[config.mk]
export PLATFORM = sky130hd
export DESIGN_NAME = pwm_seq_ctrl
export DESIGN_NICKNAME = d
export VERILOG_FILES = /design/src/rtl/pwm_seq_pkg.sv /design/src/rtl/pwm_seq_table.sv /design/src/rtl/pwm_seq_ctrl.sv
export SDC_FILE = /design/constraint.sdc
export NUM_CORES = 1
export LEC_CHECK = 0
export BUFFER_PORTS_ARGS = -buffer_cell sky130_fd_sc_hd__buf_2
export CORE_ASPECT_RATIO = 1.4
export CORE_MARGIN = 2
export CORE_UTILIZATION = 31
export CTS_CLUSTER_DIAMETER = 200
export DETAILED_ROUTE_END_ITERATION = 8
export PLACE_DENSITY = 0.54
export SYNTH_ARGS = -nofsm -noshare
export SYNTH_HDL_FRONTEND = slang
export SYNTH_SLANG_ARGS = --single-unit
[constraint.sdc]
create_clock -name Clk50M -period 4.8 [get_ports Clk50M]
set_clock_uncertainty 0.05 [all_clocks]
set_input_delay 0.48 -clock Clk50M [delete_from_list [all_inputs] [get_ports Clk50M]]
set_output_delay 0.48 -clock Clk50M [all_outputs]
set_load 0.01 [all_outputs]
[src/rtl/pwm_seq_pkg.sv]
// Shared types and constants for the PWM sequencer.
package pwm_seq_pkg;

    localparam int unsigned DEPTH_DEF = 8;
    localparam logic [31:0] ARR_MIN   = 32'd1;

    typedef enum logic [2:0] {
        IDLE,
        PRIME,
        RUN,
        LAST,
        DRAIN
    } seq_state_e;

    typedef struct packed {
        logic [31:0] arr;
        logic [31:0] ccr;
        logic [7:0]  reps;
    } seq_entry_t;

    // Clamp arr so an mc=1 update point always exists; reps of 0 means one period.
    function automatic seq_entry_t sanitize_entry(input seq_entry_t e);
        seq_entry_t r;
        r = e;
        if (e.arr < ARR_MIN) r.arr = ARR_MIN;
        if (e.reps == 8'd0)  r.reps = 8'd1;
        return r;
    endfunction

endpackage

[src/rtl/pwm_seq_table.sv]
// Sequencer entry table: one synchronous write port, one combinational read
// port, contents not reset.
module pwm_seq_table
    import pwm_seq_pkg::*;
#(
    parameter int unsigned DEPTH = DEPTH_DEF,
    parameter int unsigned AW    = $clog2(DEPTH)
) (
    input  logic          Clk50M,
    input  logic          we,
    input  logic [AW-1:0] waddr,
    input  seq_entry_t    wdata,
    input  logic [AW-1:0] raddr,
    output seq_entry_t    rdata
);

    seq_entry_t mem_q [DEPTH];

    // Table write port.
    always_ff @(posedge Clk50M) begin
        if (we) mem_q[waddr] <= wdata;
    end

    // Read port forwards a same-cycle write so a write in the update-point
    // cycle still reaches the entry being loaded at that edge.
    always_comb begin
        rdata = mem_q[raddr];
        if (we && (waddr == raddr)) rdata = wdata;
    end

endmodule

[src/rtl/pwm_seq_ctrl.sv]
// PWM sequencer: steps the down-counting generator through a table of
// (period, duty, repeat) entries, changing values only on period boundaries.
// Optional feature macro: PWM_SEQ_LOOP_EN (honour loop_en).
module pwm_seq_ctrl
    import pwm_seq_pkg::*;
#(
    parameter int unsigned DEPTH = DEPTH_DEF,
    parameter int unsigned AW    = $clog2(DEPTH)
) (
    input  logic          Clk50M,
    input  logic          Rst_n,
    input  logic          cfg_we,
    input  logic [AW-1:0] cfg_addr,
    input  logic [31:0]   cfg_arr,
    input  logic [31:0]   cfg_ccr,
    input  logic [7:0]    cfg_reps,
    input  logic [AW:0]   seq_len,
    input  logic          loop_en,
    input  logic          start,
    input  logic          stop,
    output logic          cnt_en,
    output logic [31:0]   counter_arr,
    output logic [31:0]   counter_ccr,
    output logic          busy,
    output logic [AW-1:0] cur_idx,
    output logic          period_tick,
    output logic          seq_done,
    output logic          aborted
);

    seq_state_e    state_q, state_d;
    logic [31:0]   mc_q, mc_d;
    logic [7:0]    rc_q, rc_d;
    logic [AW-1:0] cur_idx_q, cur_idx_d;
    logic [AW:0]   len_q, len_d;
    logic          cnt_en_q, cnt_en_d;
    logic [31:0]   arr_q, arr_d;
    logic [31:0]   ccr_q, ccr_d;
    logic          aborted_q, aborted_d;
    logic          seq_done_q, seq_done_d;

    logic          loop_on;
    logic          upd_pt;
    logic          at_zero;
    logic          is_last;
    logic [AW:0]   len_sampled;
    logic [AW-1:0] rd_addr;
    seq_entry_t    wr_entry;
    seq_entry_t    rd_raw;
    seq_entry_t    rd_entry;

`ifdef PWM_SEQ_LOOP_EN
    assign loop_on = loop_en;
`else
    logic unused_loop_en;
    assign unused_loop_en = loop_en;
    assign loop_on        = 1'b0;
`endif

    assign wr_entry = '{arr: cfg_arr, ccr: cfg_ccr, reps: cfg_reps};

    pwm_seq_table #(
        .DEPTH (DEPTH),
        .AW    (AW)
    ) u_table (
        .Clk50M (Clk50M),
        .we     (cfg_we),
        .waddr  (cfg_addr),
        .wdata  (wr_entry),
        .raddr  (rd_addr),
        .rdata  (rd_raw)
    );

    assign rd_entry = sanitize_entry(rd_raw);
    assign upd_pt   = cnt_en_q && (mc_q == 32'd1);
    assign at_zero  = cnt_en_q && (mc_q == 32'd0);
    assign is_last  = ({1'b0, cur_idx_q} == (len_q - {{AW{1'b0}}, 1'b1}));

    // Sampled sequence length, clamped into 1..DEPTH.
    always_comb begin
        len_sampled = seq_len;
        if (seq_len == '0) len_sampled = {{AW{1'b0}}, 1'b1};
        else if (seq_len > (AW+1)'(DEPTH)) len_sampled = (AW+1)'(DEPTH);
    end

    // Address of the entry that would load next.
    always_comb begin
        rd_addr = cur_idx_q + AW'(1);
        if ((state_q == IDLE) || is_last) rd_addr = '0;
    end

    // Mirror of the generator's down counter.
    always_comb begin
        mc_d = mc_q - 32'd1;
        if (!cnt_en_q || (mc_q == 32'd0)) mc_d = arr_q;
    end

    // Next-state and output logic.
    always_comb begin
        state_d    = state_q;
        rc_d       = rc_q;
        cur_idx_d  = cur_idx_q;
        len_d      = len_q;
        cnt_en_d   = cnt_en_q;
        arr_d      = arr_q;
        ccr_d      = ccr_q;
        aborted_d  = aborted_q;
        seq_done_d = 1'b0;
        case (state_q)
            IDLE: begin
                cnt_en_d = 1'b0;
                if (start) begin
                    arr_d     = rd_entry.arr;
                    ccr_d     = rd_entry.ccr;
                    rc_d      = rd_entry.reps;
                    cur_idx_d = '0;
                    len_d     = len_sampled;
                    aborted_d = 1'b0;
                    state_d   = PRIME;
                end
            end
            PRIME: begin
                if (stop) begin
                    aborted_d = 1'b1;
                    state_d   = DRAIN;
                end else begin
                    cnt_en_d = 1'b1;
                    state_d  = RUN;
                end
            end
            RUN: begin
                if (stop) begin
                    aborted_d = 1'b1;
                    state_d   = DRAIN;
                end else if (upd_pt) begin
                    if (rc_q > 8'd1) begin
                        rc_d = rc_q - 8'd1;
                    end else if (!is_last || loop_on) begin
                        arr_d     = rd_entry.arr;
                        ccr_d     = rd_entry.ccr;
                        rc_d      = rd_entry.reps;
                        cur_idx_d = rd_addr;
                    end else begin
                        state_d = LAST;
                    end
                end
            end
            LAST: begin
                if (at_zero) begin
                    cnt_en_d   = 1'b0;
                    seq_done_d = 1'b1;
                    state_d    = IDLE;
                end
            end
            DRAIN: begin
                // A stop during PRIME never enabled the generator: nothing to drain.
                if (at_zero || !cnt_en_q) begin
                    cnt_en_d   = 1'b0;
                    seq_done_d = 1'b1;
                    state_d    = IDLE;
                end
            end
            default: begin
                cnt_en_d = 1'b0;
                state_d  = IDLE;
            end
        endcase
    end

    // State and output registers.
    always_ff @(posedge Clk50M or negedge Rst_n) begin
        if (!Rst_n) begin
            state_q    <= IDLE;
            mc_q       <= '0;
            rc_q       <= '0;
            cur_idx_q  <= '0;
            len_q      <= '0;
            cnt_en_q   <= 1'b0;
            arr_q      <= '0;
            ccr_q      <= '0;
            aborted_q  <= 1'b0;
            seq_done_q <= 1'b0;
        end else begin
            state_q    <= state_d;
            mc_q       <= mc_d;
            rc_q       <= rc_d;
            cur_idx_q  <= cur_idx_d;
            len_q      <= len_d;
            cnt_en_q   <= cnt_en_d;
            arr_q      <= arr_d;
            ccr_q      <= ccr_d;
            aborted_q  <= aborted_d;
            seq_done_q <= seq_done_d;
        end
    end

    assign cnt_en      = cnt_en_q;
    assign counter_arr = arr_q;
    assign counter_ccr = ccr_q;
    assign busy        = (state_q != IDLE);
    assign cur_idx     = cur_idx_q;
    assign period_tick = at_zero;
    assign seq_done    = seq_done_q;
    assign aborted     = aborted_q;

endmodule

# Word-level counts from Yosys, hierarchy flattened
# Memory sizes are Yosys's and may differ from the RTL's.
# Index checks and enable logic that the tools add are counted.
# totals
regBits	117
ramBits	576
wordCells	112
mem_count	1
# op_classes
addsub	4
magnitude_cmp	3
eq_ne	20
mux	52
n_bitwise	1
n_reduce_logical	21
# memory_table
name	depth	width	read_ports	rd_clocked_by_memory_dff	wr	line	source
u_table.mem_q	8	72	1	0	1	pwm_seq_table.sv:17	seq_entry_t mem_q [DEPTH];
# op_table
cell	n
$mux W32	12
$pmux W32 S2	2
$mux W72	1
$mux W8	6
$mux W3	14
$eq A32 B1 Y1 const B	1
$logic_not A32 Y1	1
$lt A32 B1 Y1 const B	1
$sub A32 B1 Y32 const B	1
$ne A2 B2 Y1 const B	8
$pmux W8 S2	1
$pmux W3 S5	1
$ne A3 B3 Y1 const B	4
$reduce_and A6 Y1	2
$mux W1	9
$gt A8 B1 Y1 const B	1
$logic_not A8 Y1	1
$mux W4	2
$sub A8 B1 Y8 const B	1
$eq A3 B2 Y1 const B	2
$pmux W3 S2	1
$reduce_and A5 Y1	1
$eq A3 B4 Y1	1
$gt A4 B4 Y1 const B	1
other kinds (20)	26

# Depth between registers and ports, before layout
# Gate-level depths: netlist (run 1).
# depth
word_depth	14
depth_mapped	15
ltp_nobuf	11

# Modules after synthesis
# A second synthesis (run 1) with hierarchy kept.
# hier_totals
cells_unflattened	1445
hier_area_um2	28189.5
# modules_own_cells
module	n_inst	cells_each	area_each_um2
pwm_seq_table	1	928	22547.9
pwm_seq_ctrl	1	517	5641.7

# Least setup slack after synthesis (run 1)
# Ideal clock, no wire load.
# synth_path
path_kind	input-to-reg
from	in cfg_addr[2]
to	mem u_table.mem_q[0][0] (netlist name), enable pin
setup_ns	0.592
t_arrival_ns	5.547
t_required_ns	4.158
slack_ns	-1.388
path_stages	2
n_path_buf	0
path_cell_list	nand2b_1 nor3_1
# synth_lines
item	line	source
from (decl)	pwm_seq_ctrl.sv:13	input logic [AW-1:0] cfg_addr,
to (decl)	pwm_seq_table.sv:17	
# Straight into the memory's write port.

# Worst setup path after layout (run 1)
# layout_path
from	reg len_q[0]
to	reg arr_q[0] (netlist: counter_arr[0])
# layout_via
elab_chain_len	14
word_cells_on_any_way	18
classes_between	1 x add/sub; 1 x order compare; 3 x eq/ne; 9 x mux; 3 x reduce/logical; 1 x memory
# layout_lines
item	line	source
from (decl)	pwm_seq_ctrl.sv:35	logic [AW:0] len_q, len_d;
from (signal assigned)	pwm_seq_ctrl.sv:188	len_q <= len_d;
$sub A4 B1 Y4 (*)	pwm_seq_ctrl.sv:77	assign is_last = ({1'b0, cur_idx_q} == (len_q - {{AW{1'b0}}, 1'b1}));
$eq A3 B4 Y1 (*)	pwm_seq_ctrl.sv:77	
branches (longest 12 deep; another with $mem_v2 Z8 W72)	n/a	
to (signal assigned)	pwm_seq_ctrl.sv:190	arr_q <= arr_d;
to (decl)	pwm_seq_ctrl.sv:37	logic [31:0] arr_q, arr_d;
# Every way passes the cells marked *. The select of a mux whose other input is x is not followed.
# A chain may end at the register's enable or synchronous reset.

==> results of run 1 <==
==> metal layers <==
layer	part of all wire [%]	global-route usage, %	vias up
li1	-	-	8222
met1	39	21.0	9230
met2	52	31.2	608
met3	5.4	3.01	170
met4	3.5	6.66	16
met5	0.13	0	-
==> sequential cells by signal (all words and copies together) (netlist names) <==
register	flops
len_q	4
state_q	3
cur_idx	3
cnt_en	1
aborted	1
counter_arr	32
u_table.mem_q	576
mc_q	32
seq_done	1
rc_q	8
counter_ccr	32
==> cell families (layout without fill, tap and decap cells) <==
logic type	Yosys count	in the layout
flops	693	693
simple gates	570	570
compound gates	465	465
buf+inv	151	372
mux	128	128
xor+xnor	33	33
fa+ha+maj	7	7
other cells	0	6
==> power groups by stage <==
stage	Sequential, mW	Clock, mW	Combinational [mW]
5_1_grt	7.78	5.93	5.03
4_1_cts	7.71	5.68	4.66
6_report	7.70	5.56	4.61
3_3_place_gp	7.79	0	4.57
3_5_place_dp	7.82	0	4.64
2_1_floorplan	7.76	0	2.57
==> final timing paths <==
check / from / to / slack (ps) / depth (start not counted)
max: len_q[0]$_DFFE_PN0P_ / counter_arr[0]$_DFFE_PN0P_ / 540 / 11
min: seq_len[2] / len_q[2]$_DFFE_PN0P_ / 90 / 2
max reg2reg: len_q[0]$_DFFE_PN0P_ / counter_arr[0]$_DFFE_PN0P_ / 540 / 11
min reg2reg: counter_ccr[4]$_DFFE_PN0P_ / counter_ccr[4]$_DFFE_PN0P_ / 420 / 1
max in group asynchronous: Rst_n / cur_idx[2]$_DFFE_PN0P_ / 3140 / 3
min in group asynchronous: Rst_n / mc_q[30]$_DFF_PN0_ / 430 / 2
==> placed cells by master, fill, tap and decap left out, types with 47 or more instances in the layout <==
master,netlist,final
nand3_1,91,91
clkbuf_16,0,74
edfxtp_1,576,576
mux2i_1,102,102
nor2_1,135,128
a31oi_1,47,47
a21oi_1,65,63
nand2_1,246,246
buf_4,4,52
buf_2,26,154
dfrtp_1,117,116
o21ai_0,92,90
==> timing repair <==
action	4_1_cts	5_1_grt
setup endpoints to repair	0	0
hold buffers	1	0
endpoints found under the hold margin	72	0
==> final cells by class <==
cell class / instances / area [um2] / area share, %
Antenna cell: 6 / 15.0 / 0.0452
Multi-Input combinational cell: 1203 / 7680 / 23.1
Clock inverter: 36 / 335 / 1.01
Sequential cell: 693 / 20200 / 60.8
Inverter: 21 / 78.8 / 0.237
Clock buffer: 97 / 2030 / 6.10
Timing Repair Buffer: 218 / 1380 / 4.16
Tap cell: 1197 / 1500 / 4.51
==> critical path, stage by stage (launching register included) <==
cell and delay [ps]:
dfrtp_1 430, inv_1 100, ha_1 150, xor3_1 520
nor2_1 640, a21oi_4 170, xnor2_1 330, nand4_4 530
mux2i_1 610, o2111a_1 360, o2111ai_1 130, o21ai_1 140
==> flow_metrics.tcl, run 1 <==
set metrics [dict create \
    status "finished clean" \
    dpl_cell_area_um2 30900 \
    ant_nets 0 \
    yosysWarnings 0 \
    synthesis.area_um2 28400 \
    initialDrtViolationCount 1549 \
    finalMaxSlewViolations 0 \
    tns_ps 0 \
    n_fill_cell 8673 \
    grt_max_degree 88 \
    cts_resized 0 \
    grt_pass1_vias 18600 \
    cts_buffers 72 \
    utilization_pct 36.5 \
    slew_headroom_pct 24.2 \
    overflow 0 \
    dpl.hpwl_mm 50.0 \
    maxCapViolCount 0 \
    layout-drive-gt1-share_pct 17.2 \
    synth_commonest_cells "576 x edfxtp_1, 246 x nand2_1, 135 x nor2_1" \
    final_cells 3471 \
    p_per_area_nw_per_um2 538 \
    synth.ff_latch_count 693 \
    whs_ps 86.2 \
    setup_violations 0 \
    portBuffers 155 \
    arrival_ps 4750 \
    die_h_um 362 \
    yosysUniqueCellTypes 76 \
    antenna_found_initial 28 \
    wirelength_mm 82.8 \
    post_drt_wl_per_cell_um 23.8 \
    hp-class "in2reg" \
    p_int_mw 12.0 \
    synthArstFlopShare_pct 16.9 \
    synth_mux_area_share_pct 4.63 \
    die_area_um2 94000 \
    yosysTopAreaCell "edfxtp_1" \
    final_area_um2 33200 \
    clock_latency_ps 620 \
    seq_area_frac_synth_pct 71.3 \
    clk_transition_reported_paths_ps 60 \
    clock_path_buffers 3 \
    viasPerCell 5.26 \
    period_minus_slack_ps 4260 \
    worstMarginPinSlew_ps 1130 \
    syn_inst 2047 \
    ys.flop_type "edfxtp_1" \
    synth.area.top_cells "edfxtp_1 61%, dfrtp_1 10%, mux2i_1 3.6%" \
    syn_nets 2139 \
    final_hold_viol_count 0 \
    worst-path-max-fanout 20 \
    ctsRootBufferMaster "clkbuf_16" \
    cts.sinks 693 \
    combPwrFrac_pct 25.8 \
    synth-simple-area-share_pct 8.87 \
    dp_cells 3331 \
    vias 18200 \
    finalPower_mw 17.9 \
    place_ws_ps 564 \
    io_pins 157 \
    rsz0062_at_grt "no" \
    cts_setup_buffers 0 \
    power.leakage_nw 11.7 \
    fin_crit_sh_pct 88.8 \
    synth_top_area_share_pct 61.0 \
    firstDrtPassIters 6 \
    synth_xor_area_share_pct 1.10 \
    synth_edf_count 576 \
    worst_slack_ps 540 \
    synth_compound_area_share_pct 11.6 \
    synth-adder-area-share_pct 0.309 \
    irDropWorstVdd_uv 394 \
    synth_top_family_by_area "compound AO/OA/AOI/OAI gates" \
    switchingPower_mw 5.91 \
    yosysMostFrequentCell "edfxtp_1" \
    tritoncts "built" \
    syn2layout_area_growth_pct 17.2 \
    timing.fmax_ghz 0.235 \
    clockPowerShare_pct 31.1 \
    switching_share_pct 33.0 \
    coreArea_um2 91000 \
    h-tree-depth 3 \
    start_kind "flip-flop" \
    grt_pass1_wl_mm 123 \
    nets 2301 \
    floorplan.initialDensity_pct 31.2 \
    place_congestion 0.824 \
    drc_errors 0 \
    syn-mean-instance-area_um2 13.9 \
    fp-row-count 131 \
    critical_path_class "reg2reg" \
    required_ps 5290 \
    end_kind "flip-flop" \
    seq_power_share_pct 43.1 \
    die_w_um 260 \
    grt_use_total_pct 17.5 \
]
Power figures use the tool's default switching activity.
==> run 2, diff against run 1 <==
Settings changed: CORE_ASPECT_RATIO 1.4 to not set.
==> run 2 against run 1 <==
Sequential share of layout area decreased by 0.46 points. Clock-buffer cell count increased by 3. Sequential power about the same. Global-route usage shrank 0.67 points. Combinational power is 2% lower. Die area hardly changed. Critical path depth grew 1. Via count is 0.39% lower. Core utilization up 0.56 points. Setup slack improved by 190 ps. Hold slack lost 40 ps. Critical path type unchanged. Critical endpoint unchanged. Largest power group unchanged.
==> flow_metrics.tcl, run 2 (synthesis gave the netlist of run 1 again) <==
set metrics [dict create \
    multi_input_area_um2 7680 \
    viasPerCell 5.26 \
    period_minus_slack_ps 4070 \
    grt_pass1_wl_mm 119 \
    fin_crit_sh_pct 84.8 \
    fp-row-count 110 \
    utilization_pct 37.1 \
    holdBufCountCts 1 \
    r2r-end "counter_arr[0]$_DFFE_PN0P_" \
    dpl.hpwl_mm 47.1 \
    floorplan.initialDensity_pct 31.4 \
    vias 18200 \
    setup_violations 0 \
    required_ps 5300 \
    drc_errors 0 \
    post_drt_wl_per_cell_um 23.3 \
    firstDrtPassIters 8 \
    clock_path_buffers 3 \
    switching_share_pct 32.5 \
    portBuffers 155 \
    rsz0062_at_grt "no" \
    grt_pass1_vias 18300 \
    min_to "len_q[2]$_DFFE_PN0P_" \
    coreArea_um2 90300 \
    layout_commonest_cell "edfxtp_1" \
    ctsRootBufferMaster "clkbuf_16" \
    cts.sinks 693 \
    largest_reg_flops 576 \
    die_h_um 307 \
    syn2layout_area_growth_pct 18.1 \
    r2r_cells 12 \
    hold_start "seq_len[2]" \
    seq_power_share_pct 42.2 \
    n_antenna_cell 0 \
    ant_nets 0 \
    hp-class "in2reg" \
    min_path_cells 2 \
    die_w_um 307 \
    clock_latency_ps 630 \
    r2r_start "len_q[0]$_DFFE_PN0P_" \
    nets 2308 \
    seqCellArea_um2 20200 \
    grt_max_degree 95 \
    layout-drive-gt1-share_pct 17.4 \
    power.leakage_nw 11.8 \
    io_pins 157 \
    critical_path_class "reg2reg" \
    overflow 0 \
    end_kind "flip-flop" \
    maxCapViolCount 0 \
    slew_headroom_pct 26.6 \
    n_fill_cell 8599 \
    p_int_mw 12.3 \
    final_hold_viol_count 0 \
    timing.fmax_ghz 0.246 \
    switchingPower_mw 5.92 \
    tns_ps 0 \
    p_per_area_nw_per_um2 544 \
    largest-register "u_table.mem_q" \
    die_area_um2 93900 \
    status "finished clean" \
    clk_transition_reported_paths_ps 60 \
    grt_use_total_pct 16.8 \
    start_kind "flip-flop" \
    arrival_ps 4570 \
    cts_buffers 77 \
    cts_setup_buffers 0 \
    irDropWorstVdd_uv 281 \
    combPwrFrac_pct 24.8 \
    r2r_slack_ps 730 \
    antenna_found_initial 23 \
    worstMarginPinSlew_ps 1100 \
    wirelength_mm 80.4 \
    tritoncts "built" \
    initialDrtViolationCount 1481 \
    worst-path-max-fanout 15 \
    h-tree-depth 3 \
    place_congestion 0.819 \
    cts_resized 0 \
    finalMaxSlewViolations 0 \
    final_cell_mix "576 x edfxtp_1, 246 x nand2_1, 154 x buf_2" \
    clockPowerShare_pct 33.0 \
]
[run 2: cell types whose count changed in the layout (fill, tap and decap cells not counted), sizes merged]
cell    previous run  this run
diode              6         0
buf              217       219
clkinv            30        29
bufinv             4         7
inv               22        25
clkbuf            97       100
[run 2: critical path, stage by stage (launching register included)]
cell and delay, ps:
dfrtp_1 420, inv_1 80, ha_1 300, xnor2_1 470, or2_1 570, o21ai_1 380
buf_4 330, a222oi_1 340, a21oi_1 70, mux2i_1 360, o2111a_1 330, o2111ai_1 120
o21ai_1 140
[run 2: power by group through the flow]
stage / registers (mW) / clock network (mW) / logic [mW]
floorplan: 7.76 / 0 / 2.57
global placement: 7.79 / 0 / 4.47
detailed placement: 7.81 / 0 / 4.52
finish: 7.68 / 6.02 / 4.52
CTS: 7.70 / 6.14 / 4.55
global route: 7.76 / 6.38 / 4.96
[run 2: layer usage]
metal / routed length, um / up-vias / GRT usage, %
li1: - / 8229 / -
met1: 34100 / 9172 / 21.9
met2: 39400 / 596 / 28.7
met3: 4780 / 154 / 3.12
met4: 1960 / 24 / 4.74
met5: 146 / - / 0
[run 2: area by class of cell]
cell class / count / share of cell area, %
sequential: 693 / 60.4
multi-input combinational: 1203 / 22.9
clock buffer: 100 / 6.34
tap: 1176 / 4.39
timing repair buffer: 220 / 4.25
clock inverter: 41 / 1.48
inverter: 21 / 0.235
[run 2: metrics by stage]
stage          hold WS [ps]  setup slack [ps]  std cells  cell area (um2)  total power [mW]
2_1_floorplan           134               544       2047            28400              10.3
3_3_place_gp            407               743       3312            30900              12.3
3_5_place_dp            411               771       3312            30900              12.3
4_1_cts                15.9               741       3454            33500              18.4
5_1_grt                36.4               519       3454            33500              19.1
6_report               45.9               730       3454            33500              18.2
[run 2: how the worst max path moves through the flow]
stage,startpoint,end,depth (start not counted),slack (ps)
floorplan,cfg_addr[2],u_table.mem_q[3][0]$_DFFE_PP_,2,540
global placement,len_q[0]$_DFFE_PN0P_,rc_q[0]$_DFFE_PN0P_,11,740
detailed placement,len_q[0]$_DFFE_PN0P_,rc_q[0]$_DFFE_PN0P_,11,770
CTS,len_q[0]$_DFFE_PN0P_,rc_q[0]$_DFFE_PN0P_,11,740
global route,len_q[0]$_DFFE_PN0P_,counter_arr[0]$_DFFE_PN0P_,12,520
finish,len_q[0]$_DFFE_PN0P_,counter_arr[0]$_DFFE_PN0P_,12,730
